--- src/rtl/reg_file_wr_arb_pkg.sv ---
// Shared types and helpers for the round-robin register-bank write arbiter.
// Holds the arbiter state encoding, the grant-id width and parameter legality.
package reg_file_wr_arb_pkg;

  typedef enum logic {
    ARB  = 1'b0,
    LOCK = 1'b1
  } arb_state_e;

  // A single requester would still need a 1-bit id field.
  function automatic int gid_w(input int n);
    return (n > 1) ? $clog2(n) : 1;
  endfunction

  function automatic bit params_ok(input int req_num, input int reg_num,
                                   input int addr_width, input int lock_max);
    return (req_num >= 2) && (req_num <= 8) &&
           (reg_num >= 2) && ((reg_num & (reg_num - 1)) == 0) &&
           (addr_width == $clog2(reg_num)) && (lock_max >= 2);
  endfunction

endpackage

--- src/rtl/reg_file_wr_arb_pick.sv ---
// Combinational round-robin picker: first valid request at or after the
// pointer, or only the owner while a lock is held.
module rr_arb_pick
  import reg_file_wr_arb_pkg::*;
#(
  parameter int N  = 4,
  parameter int IW = gid_w(N)
) (
  input  logic [N-1:0]  i_req,
  input  logic [IW-1:0] i_ptr,
  input  logic          i_lock_en,
  input  logic [IW-1:0] i_owner,
  output logic [N-1:0]  o_gnt,
  output logic [IW-1:0] o_gnt_idx
);

  int w_j;

  always_comb begin
    o_gnt     = '0;
    o_gnt_idx = '0;
    w_j       = 0;
    if (i_lock_en) begin
      if (i_req[i_owner]) begin
        o_gnt[i_owner] = 1'b1;
        o_gnt_idx      = i_owner;
      end
    end else begin
      // Scan farthest-first so the nearest valid request overwrites the rest.
      for (int i = N - 1; i >= 0; i--) begin
        w_j = (int'(i_ptr) + i) % N;
        if (i_req[w_j]) begin
          o_gnt      = '0;
          o_gnt[w_j] = 1'b1;
          o_gnt_idx  = IW'(w_j);
        end
      end
    end
  end

endmodule

--- src/rtl/reg_file_wr_arb.sv ---
// Round-robin write arbiter with burst locking in front of a small register
// bank; one write per cycle and a combinational read port.
module reg_file_wr_arb
  import reg_file_wr_arb_pkg::*;
#(
  parameter int                    REQ_NUM    = 4,
  parameter int                    DATA_WIDTH = 32,
  parameter int                    REG_NUM    = 8,
  parameter int                    ADDR_WIDTH = $clog2(REG_NUM),
  parameter int                    LOCK_MAX   = 4,
  parameter logic [DATA_WIDTH-1:0] RST_VAL    = '0,
  localparam int                   IW         = gid_w(REQ_NUM)
) (
  input  logic                                 i_clk,
  input  logic                                 i_rst_n,
  input  logic [REQ_NUM-1:0]                   i_req_valid,
  input  logic [REQ_NUM-1:0]                   i_req_lock,
  input  logic [REQ_NUM-1:0][ADDR_WIDTH-1:0]   i_req_addr,
  input  logic [REQ_NUM-1:0][DATA_WIDTH-1:0]   i_req_data,
  output logic [REQ_NUM-1:0]                   o_req_ready,
  input  logic [ADDR_WIDTH-1:0]                i_rd_addr,
  output logic [DATA_WIDTH-1:0]                o_rd_data,
  output logic                                 o_grant_valid,
  output logic [IW-1:0]                        o_grant_id
);

  localparam int CW = $clog2(LOCK_MAX);

  if (!params_ok(REQ_NUM, REG_NUM, ADDR_WIDTH, LOCK_MAX)) begin : g_param_err
    $error("reg_file_wr_arb: illegal parameter set");
  end

  arb_state_e            r_state, w_state_nxt;
  logic [IW-1:0]         r_ptr, w_ptr_nxt;
  logic [IW-1:0]         r_owner, w_owner_nxt;
  logic [CW-1:0]         r_lock_cnt, w_lock_cnt_nxt;
  logic [REQ_NUM-1:0]    w_gnt;
  logic [IW-1:0]         w_gnt_idx;
  logic                  w_xfer;
  logic                  w_lock_bit;
  logic [DATA_WIDTH-1:0] r_bank [REG_NUM];
  logic                  r_grant_valid;
  logic [IW-1:0]         r_grant_id;

  function automatic logic [IW-1:0] ptr_inc(input logic [IW-1:0] x);
    return (x == IW'(REQ_NUM - 1)) ? '0 : x + 1'b1;
  endfunction

  rr_arb_pick #(
    .N  (REQ_NUM),
    .IW (IW)
  ) u_pick (
    .i_req     (i_req_valid),
    .i_ptr     (r_ptr),
    .i_lock_en (r_state == LOCK),
    .i_owner   (r_owner),
    .o_gnt     (w_gnt),
    .o_gnt_idx (w_gnt_idx)
  );

  assign o_req_ready = w_gnt;
  assign w_xfer      = |w_gnt;
  assign w_lock_bit  = i_req_lock[w_gnt_idx];

  always_comb begin
    w_state_nxt    = r_state;
    w_ptr_nxt      = r_ptr;
    w_owner_nxt    = r_owner;
    w_lock_cnt_nxt = r_lock_cnt;
    case (r_state)
      ARB: begin
        if (w_xfer) begin
          w_ptr_nxt = ptr_inc(w_gnt_idx);
          if (w_lock_bit) begin
            w_state_nxt    = LOCK;
            w_owner_nxt    = w_gnt_idx;
            w_lock_cnt_nxt = CW'(1);
          end
        end
      end
      LOCK: begin
        // No transfer here means the owner dropped valid, which also releases.
        if (w_xfer && w_lock_bit && (r_lock_cnt < CW'(LOCK_MAX - 1))) begin
          w_lock_cnt_nxt = r_lock_cnt + 1'b1;
        end else begin
          w_state_nxt    = ARB;
          w_ptr_nxt      = ptr_inc(r_owner);
          w_lock_cnt_nxt = '0;
        end
      end
      default: w_state_nxt = ARB;
    endcase
  end

  always_ff @(posedge i_clk or negedge i_rst_n) begin
    if (!i_rst_n) begin
      r_state    <= ARB;
      r_ptr      <= '0;
      r_owner    <= '0;
      r_lock_cnt <= '0;
    end else begin
      r_state    <= w_state_nxt;
      r_ptr      <= w_ptr_nxt;
      r_owner    <= w_owner_nxt;
      r_lock_cnt <= w_lock_cnt_nxt;
    end
  end

  always_ff @(posedge i_clk or negedge i_rst_n) begin
    if (!i_rst_n) begin
      for (int i = 0; i < REG_NUM; i++) begin
        r_bank[i] <= RST_VAL;
      end
    end else if (w_xfer) begin
      r_bank[i_req_addr[w_gnt_idx]] <= i_req_data[w_gnt_idx];
    end
  end

  assign o_rd_data = r_bank[i_rd_addr];

  always_ff @(posedge i_clk or negedge i_rst_n) begin
    if (!i_rst_n) begin
      r_grant_valid <= 1'b0;
      r_grant_id    <= '0;
    end else begin
      r_grant_valid <= w_xfer;
      if (w_xfer) begin
        r_grant_id <= w_gnt_idx;
      end
    end
  end

  assign o_grant_valid = r_grant_valid;
  assign o_grant_id    = r_grant_id;

endmodule

--- config.mk ---
export PLATFORM = sky130hd
export DESIGN_NAME = reg_file_wr_arb
export DESIGN_NICKNAME = d
export VERILOG_FILES = /design/src/rtl/reg_file_wr_arb_pkg.sv /design/src/rtl/reg_file_wr_arb_pick.sv /design/src/rtl/reg_file_wr_arb.sv
export SDC_FILE = /design/constraint.sdc
export NUM_CORES = 1
export LEC_CHECK = 0
export ABC_AREA = 1
export BUFFER_PORTS_ARGS = -buffer_cell sky130_fd_sc_hd__buf_2
export CAP_MARGIN = 25
export CORE_ASPECT_RATIO = 1.2
export CORE_MARGIN = 5
export CORE_UTILIZATION = 60
export CTS_CLUSTER_DIAMETER = 100
export DETAILED_ROUTE_END_ITERATION = 6
export PLACE_DENSITY_LB_ADDON = 0.1
export SETUP_SLACK_MARGIN = 0.1
export SLEW_MARGIN = 25
export SYNTH_ARGS = -nofsm -noshare
export SYNTH_HDL_FRONTEND = slang
export SYNTH_SLANG_ARGS = --single-unit
--- constraint.sdc ---
create_clock -name i_clk -period 9.1 [get_ports i_clk]
set_clock_uncertainty 0.2 [all_clocks]
set_input_delay 1.365 -clock i_clk [delete_from_list [all_inputs] [get_ports i_clk]]
set_output_delay 1.365 -clock i_clk [all_outputs]
set_load 0.01 [all_outputs]
Yosys cells after proc, flatten, opt, wreduce, memory -nomap -nowiden
Index checks and enable logic that the tools add are counted.
{ "totals": {"output_inout_bits": 39, "reg_bits": 266, "inputBits": 153, "elab_cells": 121} }
{ "classes": {"magnitude_cmp": 15, "reduce_logical": 15, "n_addsub": 6, "n_mux": 60, "n_bitwise": 6, "eq_ne": 5} }
{ "ops": {"columns": ["operator", "count"], "rows": [
  ["256-bit bitwise mux", 1],
  ["32-bit two-way mux", 4],
  ["32-bit binary-select mux with 3-bit select", 1],
  ["32-bit demux with 3-bit select", 1],
  ["32-bit binary-select mux with 2-bit select", 1],
  ["2-bit two-way mux", 13],
  ["4-bit two-way mux", 6],
  ["1-bit two-way mux", 17],
  ["1-bit binary-select mux with 2-bit select", 6],
  ["3-bit by 4-bit < comparator with 1-bit output (second input constant)", 3],
  ["1-bit demux with 2-bit select", 5],
  ["3-bit by 1-bit >= comparator with 1-bit output (second input constant)", 3],
  ["2-bit by 3-bit < comparator with 1-bit output (second input constant)", 3],
  ["2-bit by 1-bit adder with 2-bit output (second input constant)", 4],
  ["4-bit >= comparator (second input constant)", 2],
  ["1-bit logical AND", 8],
  ["3-bit NOT with 4-bit output", 2],
  ["2-bit case mux with 2 select lines", 2],
  ["3-bit binary-select mux with 2-bit select", 1],
  ["2-bit inequality test (second input constant)", 3],
  ["2-bit OR reduction", 3],
  ["2-bit adder (second input constant)", 2],
  ["2-bit == test (second input constant)", 2],
  ["2-bit by 1-bit >= comparator with 1-bit output (second input constant)", 2],
  ["9 further kinds", 12]
]} }

Longest topological paths before layout
Gate-level depths: netlist of run 1.
{ "logic_depth": {"ltp_word": 19, "mapped_depth": 22, "depth_no_buf": 20} }

Modules after synthesis
Synthesis of run 1 repeated with hierarchy kept, for this count alone.
{ "hier_totals": {"hier_cells": 1922, "area_unflattened_um2": 14388.8} }
{ "by_module_without_submodules": {"columns": ["mod", "area_per_inst_um2", "cells_each", "seq_area_each_um2", "instances"], "rows": [
  ["reg_file_wr_arb", 13800.7, 1808, 6656.4, 1],
  ["rr_arb_pick", 588.1, 114, 0.0, 1]
]} }

Worst setup path after synthesis of run 1
No wires, ideal clock.
{ "synth_path": {"path_type": "input to output", "start": "input i_rd_addr[0]", "end": "output o_rd_data[12]", "t_required_ns": 7.535, "stages": 8, "slack_ns": 4.838, "n_path_buf": 3, "arrival_time_ns": 2.697, "path_cell_list": "inv_1 > clkbuf_1 > clkbuf_1 > clkbuf_1 > nor2_1 > o22ai_1 > nor2_1 > a31oi_1"} }
{ "synth_via": {"elab_chain_len": 4} }
{ "synth_rtl": {"columns": ["element", "line", "rtl"], "rows": [
  ["start, declared", "reg_file_wr_arb.sv:21", "input logic [ADDR_WIDTH-1:0] i_rd_addr,"],
  ["3-bit NOT with 4-bit output (not written as such)", "reg_file_wr_arb.sv:119", "assign o_rd_data = r_bank[i_rd_addr];"],
  ["32-bit binary-select mux with 3-bit select", "reg_file_wr_arb.sv:119", null],
  ["32-bit two-way mux (not written as such) (2 in a row)", "reg_file_wr_arb.sv:119", null],
  ["end, declared", "reg_file_wr_arb.sv:22", "output logic [DATA_WIDTH-1:0] o_rd_data,"]
]} }
Every way passes these cells. The select of a mux whose other input is x is not followed.

Worst setup path in the final report of run 1
{ "layout_path": {"start": "register r_ptr[0]", "end": "register r_bank[87] (netlist bit)"} }
{ "layout_via": {"elab_chain_len": 17, "word_cells_on_any_way": 62, "classes_between": "add/sub: 3; order compare: 10; mux: 36; bitwise: 4; reduce/logical: 9"} }
{ "layout_rtl": {"columns": ["element", "line", "rtl"], "rows": [
  ["start, declared", "reg_file_wr_arb.sv:34", "logic [IW-1:0] r_ptr, w_ptr_nxt;"],
  ["start signal, assigned", "reg_file_wr_arb.sv:103", "r_ptr <= w_ptr_nxt;"],
  ["2-bit adder", "reg_file_wr_arb_pick.sv:31", "w_j = (int'(i_ptr) + i) % N;"],
  ["1-bit binary-select mux with 2-bit select", "reg_file_wr_arb_pick.sv:32", "if (i_req[w_j]) begin"],
  ["1-bit two-way mux (not written as such) (2 in a row)", "reg_file_wr_arb_pick.sv:32", null],
  ["2-bit two-way mux (4 in a row)", "reg_file_wr_arb_pick.sv:32", null],
  ["2-bit two-way mux", "reg_file_wr_arb_pick.sv:23", "if (i_lock_en) begin"],
  ["3-bit binary-select mux with 2-bit select", "reg_file_wr_arb.sv:115", "r_bank[i_req_addr[w_gnt_idx]] <= i_req_data[w_gnt_idx];"],
  ["3-bit two-way mux (not written as such)", "reg_file_wr_arb.sv:115", null],
  ["3-bit NOT with 4-bit output (not written as such)", "reg_file_wr_arb.sv:115", null],
  ["4-bit >= comparator (not written as such) or 4-bit by 1-bit < comparator with 1-bit output (tied branches)", "reg_file_wr_arb.sv:115", null],
  ["1-bit logical AND (not written as such)", "reg_file_wr_arb.sv:115", null],
  ["32-bit two-way mux (not written as such)", "reg_file_wr_arb.sv:115", null],
  ["32-bit demux with 3-bit select", "reg_file_wr_arb.sv:115", null],
  ["256-bit bitwise mux", "reg_file_wr_arb.sv:115", null],
  ["end signal, assigned by index", "reg_file_wr_arb.sv:115", null],
  ["end, declared", "reg_file_wr_arb.sv:41", "logic [DATA_WIDTH-1:0] r_bank [REG_NUM];"]
]} }
Several ways; a longest one is shown, not always the timed one. The select of a mux whose other input is x is not followed.
A chain may end at the register's enable or synchronous reset.

==> results of run 1 <==
cell families after synthesis:
| family | Yosys count | share of synthesized area (%) |
|---|---|---|
| adders and majority gates | 13 | 1.11 |
| buffers and inverters | 188 | 6.37 |
| and+or+nand+nor | 1223 | 34.4 |
| AOI/OAI and AO/OA | 303 | 12.6 |
| DFF | 266 | 45.4 |
| xor gates and xnor gates | 1 | 0.0598 |
metrics by stage:
stage / utilization, % / hold WS [ns] / setup slack (ns) / instance area (um^2) / std cells
final: 68.2 / 0.267 / 2.88 / 16400 / 2423
after global routing: 68.2 / 0.280 / 2.40 / 16400 / 2423
after CTS: 68.2 / 0.268 / 3.01 / 16400 / 2423
after detailed placement: 64.3 / 0.253 / 2.60 / 15400 / 2373
after global placement: 64.3 / 0.248 / 2.73 / 15400 / 2373
after floorplan: - / 0.237 / 4.84 / 14700 / 1994
critical path, delay by kind of cell (launching register included):
kind	cells	cell delay (ns)
DFF	1	0.65
buffers and inverters	6	2.05
adders and majority gates	1	0.37
and+or+nand+nor	15	2.76
flip-flops by register name, summed over array words and instances (netlist names):
signal,count
o_grant_id,2
o_grant_valid,1
r_state,1
r_bank,256
r_owner,2
r_ptr,2
r_lock_cnt,2
cell usage in the layout (no fill, tap or decap):
cell / count
a21oi_1: 4
a31oi_1: 32
buf_2: 189
buf_4: 22
buf_6: 1
buf_8: 1
bufinv_16: 2
clkbuf_1: 6
clkbuf_16: 27
clkbuf_8: 10
clkinv_2: 5
dfrtp_1: 266
ha_1: 13
inv_1: 25
inv_16: 1
inv_2: 7
inv_4: 1
nand2_1: 605
nand2_2: 15
nand3_1: 289
nand3_2: 4
nand3b_1: 2
nand4_1: 2
nor2_1: 299
nor2_4: 6
o21ai_0: 199
o21ai_1: 1
o21ai_2: 2
o22ai_1: 32
o22ai_2: 32
o31ai_1: 1
or2_2: 1
xnor2_1: 1
layout make-up:
type	count	area, um^2	area share (%)
multi-input combinational	1540	7090	43.4
sequential	266	6660	40.7
timing repair buffer	213	1140	6.95
clock buffer	43	836	5.11
tap	320	400	2.45
inverter	34	131	0.803
clock inverter	7	100	0.612
final timing paths:
path                             startpoint           to  slack, ns  cells after the start
worst max-delay path               r_ptr[0]   r_bank[87]       2.88                     22
worst min-delay path            r_bank[158]  r_bank[158]       0.27                      2
worst max register to register     r_ptr[0]   r_bank[87]       2.88                     22
worst min register to register  r_bank[158]  r_bank[158]       0.27                      2
max in group asynchronous           i_rst_n  r_bank[131]       6.12                      3
min in group asynchronous           i_rst_n  r_bank[199]       0.62                      1
per-layer routing:
layer | track usage [%] | vias up | share of wire, %
met5 | 0 | - | 0
li1 | - | 6729 | -
met2 | 52.8 | 630 | 48
met3 | 4.88 | 96 | 8.0
met1 | 42.9 | 6927 | 41
met4 | 9.91 | 0 | 2.8
synth_stat cells (7+ instances only):
library cell	number
clkbuf_1	52
a31oi_1	32
nor2_1	299
o21ai_0	199
ha_1	13
inv_1	26
o22ai_1	32
nand2_2	9
buf_4	30
buf_2	60
dfrtp_1	266
buf_1	7
nand3_1	289
o22ai_2	32
nand2_1	611
==> flow_summary.rst, run 1 <==
.. list-table::
   :header-rows: 1

   * - Metric
     - Value
   * - Master cell of the clock root buffer
     - clkbuf_16
   * - Die Outline Area
     - between 20000 and 30000 um^2
   * - TritonCTS clock tree
     - built
   * - Number of nets with antenna violations after detailed routing
     - 0
   * - Die boundary width
     - 153 um
   * - Series of cell instances along the critical path
     - inv_4, ha_1, inv_1, nand3_2, nand2_2, inv_2, nand2_1, nand2_1, nand2_1, nand3_2, nand2_2, buf_4, inv_2, nand2_1, nand2_1, nand2_1, nand2_1, nor2_4, buf_4, nand2_2, nand2_1, nand2_1
   * - Synthesized Nets
     - 2160
   * - Number of hold buffers added after cts
     - 0
   * - Starting DRT DRC Count
     - 1526
   * - Post-route clock period utilization
     - 68.4%
   * - IO Port Bufs
     - 191
   * - Detailed placement HPWL
     - 27.0 mm
   * - Num Clock Sinks
     - approximately 270
   * - Overall routed net length
     - 44.9 mm
   * - PostCTS Resize Cnt
     - 0
   * - Count of final setup violators
     - 0
   * - Most prevalent standard cell on the critical path
     - nand2_1
   * - Transition at the pin with the smallest max-transition slack
     - 1.01 ns
   * - Number of antenna violations at the first check in global routing
     - 0
   * - Detailed-route via count
     - 14400
   * - Count of pins over their slew limit
     - 0
   * - Site Rows
     - 62
   * - Outcome
     - complete, no violations
   * - Mean number of vias per cell
     - 5.94
   * - Antenna Cells
     - 0
   * - Die span in y
     - between 150 and 200 um
   * - Latest clock arrival within the worst-skew pair
     - between 0.5 and 0.6 ns
   * - Dominant register cell in the synthesized netlist
     - dfrtp_1
   * - Delay of the slowest cell on the worst path
     - 0.69 ns
   * - CP max-delay cell
     - nand2_2
   * - Nature of the critical path endpoint
     - flop
   * - Detail-routed net length per standard cell
     - approximately 19 um
   * - Critical path startpoint category
     - flop
   * - First-pass GRT wire length
     - 73.0 mm
   * - Mean instance size in the synthesized netlist
     - between 7 and 8 um^2
   * - Highest fanout seen on the critical path
     - 76
   * - Type of the worst setup path
     - reg -> reg
   * - Ranking of synthesized cells by area
     - dfrtp_1 45%, nand2_1 16%, nand3_1 9.9%
   * - Required time of the worst setup path
     - 9.33 ns
   * - Count of TritonRoute iterations in the first routing pass
     - 6
   * - Setup repair after global routing missed its margin
     - no
   * - Max_slew headroom
     - 32.3%
   * - Number of library cell types mapped by synthesis
     - 30
   * - Clock input transition at the sequential cells of the worst setup and hold paths
     - 0.06 ns
   * - Post-layout nets
     - 2248
   * - Fraction of registers with async set/reset
     - 100%
   * - Summed instance area of the synthesized netlist
     - 14700 um^2
   * - RePlAce Congestion
     - 0.868
   * - Global-route usage over all layers
     - 31.7%
   * - F_max
     - 161 MHz
   * - Arrival time of data at the critical path endpoint
     - 6.45 ns
   * - Part of the Yosys area used for sequential elements
     - 45.4%
   * - Total negative slack for setup checks
     - 0 ns
   * - Post-synth top area share
     - 45.4%
   * - Biggest area consumer among synthesized cells
     - dfrtp_1
   * - Number of endpoints with negative hold slack in the final report
     - 0
   * - Yosys warning count
     - 0
   * - Standard cell core area
     - approximately 24000 um^2
   * - Remaining global-route overflow
     - 0
   * - Number of design rule violations left after detail routing
     - 0
   * - Largest net degree at the start of global routing
     - 108
   * - Fillcell total
     - 2053
   * - Fraction of final layout cells with drive strength greater than 1
     - about 16%
   * - Setup Fix Bufs, Post-CTS
     - 0
   * - Cells after Synth
     - 1994
   * - Boundary pin count
     - 192
   * - Number of global-route vias before repair
     - 13900
   * - Number of max-capacitance violations reported
     - 0
   * - Class of the most critical hold timing path
     - reg -> reg
   * - Synth-to-layout area growth
     - 11.6%
   * - Number of buffers on the longest clock path
     - 3
   * - Effective utilization at floorplan
     - 61.1%
   * - Max H-tree Level
     - 1
   * - Inserted Clock Buffers
     - 27
   * - Tmin final
     - 6.22 ns
   * - Flops & latches, synth
     - 266
   * - Number of synthesized flops with an enable pin
     - 0
Power of run 1 is left out: the tool's default activity adds up to more than one toggle a clock period on the data nets, which glitch-free logic cannot reach.
==> run 2, diff against run 1 <==
CORE_UTILIZATION = 59   (was 60)
clock period = 6.1 ns   (was 9.1 ns; I/O delays follow)
==> run 2 against run 1 <==
Against the previous run:
- via count decreased by 0.56%
- register-to-register slack got worse by 1.5 ns
- clock-buffer cell count increased by 1
- critical path depth decreased by 1
- first-iteration DRC count decreased by 9.6%
- setup slack got worse by 1.5 ns
- maximum frequency increased by 32%
- critical path type unchanged
- critical endpoint is now r_bank[178]
==> flow_summary.rst, run 2 (synthesis results as in run 1) <==
.. list-table::
   :header-rows: 1

   * - Metric
     - Value
   * - Hold Slack
     - 0.233 ns (-0.0337 ns)
   * - RePlAce Congestion
     - 0.957 (+10%)
   * - Most frequent cells in the layout
     - 611 x nand2_1, 299 x nor2_1, 289 x nand3_1
   * - PostCTS Resize Cnt
     - 0 (unchanged)
   * - Count of cells along the worst register-to-register path
     - 21 (-4.5%)
   * - Boundary pin count
     - 192 (unchanged)
   * - Detailed placement HPWL
     - 27.1 mm (+0.17%)
   * - Combined buffer and inverter count along the critical path
     - 6 (unchanged)
   * - Number of buffers on the longest clock path
     - 3 (unchanged)
   * - Overall routed net length
     - 45.7 mm (+1.9%)
   * - Die span in y
     - 183 um (+0.80%)
   * - Register bank with the most flops
     - r_bank
   * - Nature of the critical path endpoint
     - flop
   * - Most common cell after layout, fill and taps aside
     - nand2_1
   * - Largest net degree at the start of global routing
     - 152 (+41%)
   * - Type of the worst setup path
     - reg -> reg
   * - First-pass GRT wire length
     - 73.6 mm (+0.83%)
   * - Detail-routed net length per standard cell
     - 18.8 um (+1.5%)
   * - Series of cell instances along the critical path
     - inv_4, ha_1, inv_1, nand3_2, nand2_2, inv_2, nand2_1, nand2_1, nand2_1, nand3_2, nand2_2, buf_4, nand2_1, nand3_1, nand2_2, nor2_4, buf_4, nand2_1, buf_4, nand2_1, nand2_1
   * - Standard cell core area
     - 24600 um^2 (+2.6%)
   * - Count of pins over their slew limit
     - 0 (unchanged)
   * - Remaining global-route overflow
     - 0 (unchanged)
   * - Num Clock Sinks
     - 266 (unchanged)
   * - Most prevalent standard cell on the critical path
     - nand2_1
   * - Master cell of the clock root buffer
     - clkbuf_16
   * - RR Startpoint
     - r_ptr[0]
   * - Effective utilization at floorplan
     - 59.6% (-1.5 points)
   * - Outcome
     - complete, no violations
   * - Starting DRT DRC Count
     - 1380 (-9.6%)
   * - Number of hold buffers added after cts
     - 0 (unchanged)
   * - Max_slew headroom
     - 39.1% (+6.8 points)
   * - Fraction of final layout cells with drive strength greater than 1
     - 15.2% (-0.26 points)
   * - TritonCTS clock tree
     - built
   * - Number of nets with antenna violations after detailed routing
     - 0 (unchanged)
   * - Global-route usage over all layers
     - 31.9% (+0.20 points)
   * - Synth-to-layout area growth
     - 11.6% (about the same)
   * - Count of TritonRoute iterations in the first routing pass
     - 6 (unchanged)
   * - Number of design rule violations left after detail routing
     - 0 (unchanged)
   * - Highest fanout seen on the critical path
     - 47 (-38%)
   * - Number of flip-flops under the largest register name
     - 256 (unchanged)
   * - Die boundary width
     - 154 um (+0.79%)
   * - Latest clock arrival within the worst-skew pair
     - 0.53 ns (about the same)
   * - Class of the most critical hold timing path
     - in -> async
   * - Clock input transition at the sequential cells of the worst setup and hold paths
     - 0.06 ns (about the same)
   * - Tmin final
     - 4.71 ns (-1.51 ns)
   * - Count of final setup violators
     - 0 (unchanged)
   * - Post-route clock period utilization
     - 77.3% (+8.9 points)
   * - IO Port Bufs
     - 191 (unchanged)
   * - Number of antenna violations at the first check in global routing
     - 0 (unchanged)
   * - Die Outline Area
     - 28100 um^2 (+1.6%)
   * - Mean number of vias per cell
     - 5.88 (-0.88%)
   * - Antenna Cells
     - 0 (unchanged)
   * - Arrival time of data at the critical path endpoint
     - 4.93 ns (-1.52 ns)
   * - CP max-delay cell
     - dfrtp_1
   * - R2R setup slack
     - 1.39 ns (-1.49 ns)
   * - Site Rows
     - 63 (+1.6%)
   * - Transition at the pin with the smallest max-transition slack
     - 0.913 ns (-0.0984 ns)
   * - Delay of the slowest cell on the worst path
     - 0.64 ns (-0.05 ns)
   * - Detailed-route via count
     - 14300 (-0.56%)
   * - Number of global-route vias before repair
     - 13900 (+0.14%)
   * - Inserted Clock Buffers
     - 27 (unchanged)
   * - Setup repair after global routing missed its margin
     - no
   * - Number of endpoints with negative hold slack in the final report
     - 0 (unchanged)
   * - Max H-tree Level
     - 1 (unchanged)
   * - F_max
     - 212 MHz (+32%)
   * - Crit-path leading delay family
     - simple AND/OR/NAND/NOR gates
   * - Setup Fix Bufs, Post-CTS
     - 0 (unchanged)
   * - Post-layout nets
     - 2254 (+0.27%)
   * - Total negative slack for setup checks
     - 0 ns (unchanged)
   * - Required time of the worst setup path
     - 6.31 ns (-3.02 ns)
   * - Critical R2R Capture
     - r_bank[178]
   * - Critical path startpoint category
     - flop
   * - Number of max-capacitance violations reported
     - 0 (unchanged)
-- run 2: per-layer routing --
metal	GRT usage [%]	part of all wire (%)
met3	4.86	8.5
met2	54.1	48
met1	43.2	41
met5	0	0
met4	8.09	2.2
-- run 2: worst max-delay path by stage --
stage	cells after the start	slack [ns]	to	from
global placement	20	1.60	r_bank[181]	i_req_valid[2]
floorplan	8	2.74	o_rd_data[12]	i_rd_addr[0]
global route	21	1.03	r_bank[182]	r_ptr[0]
CTS	21	1.44	r_bank[178]	r_ptr[0]
detailed placement	20	1.47	r_bank[178]	i_req_valid[2]
finish	21	1.39	r_bank[178]	r_ptr[0]
-- run 2: layout make-up --
| type | count | area (um^2) |
|---|---|---|
| clock buffer | 44 | 830 |
| clock inverter | 3 | 30.0 |
| fill | 2212 | 8250 |
| inverter | 34 | 131 |
| multi-input combinational | 1540 | 7080 |
| sequential | 266 | 6660 |
| tap | 325 | 407 |
| timing repair buffer | 219 | 1220 |
-- run 2: stage by stage --
stage / instance area (um^2) / utilization [%] / instances / worst slack [ns]
after floorplan: 14700 / - / 1994 / 2.74
after detailed placement: 15500 / 63.0 / 2384 / 1.47
final: 16300 / 66.5 / 2431 / 1.39
after CTS: 16300 / 66.5 / 2431 / 1.44
after global placement: 15500 / 63.0 / 2384 / 1.60
after global routing: 16300 / 66.5 / 2431 / 1.03
Power of run 2 is left out for the same reason.
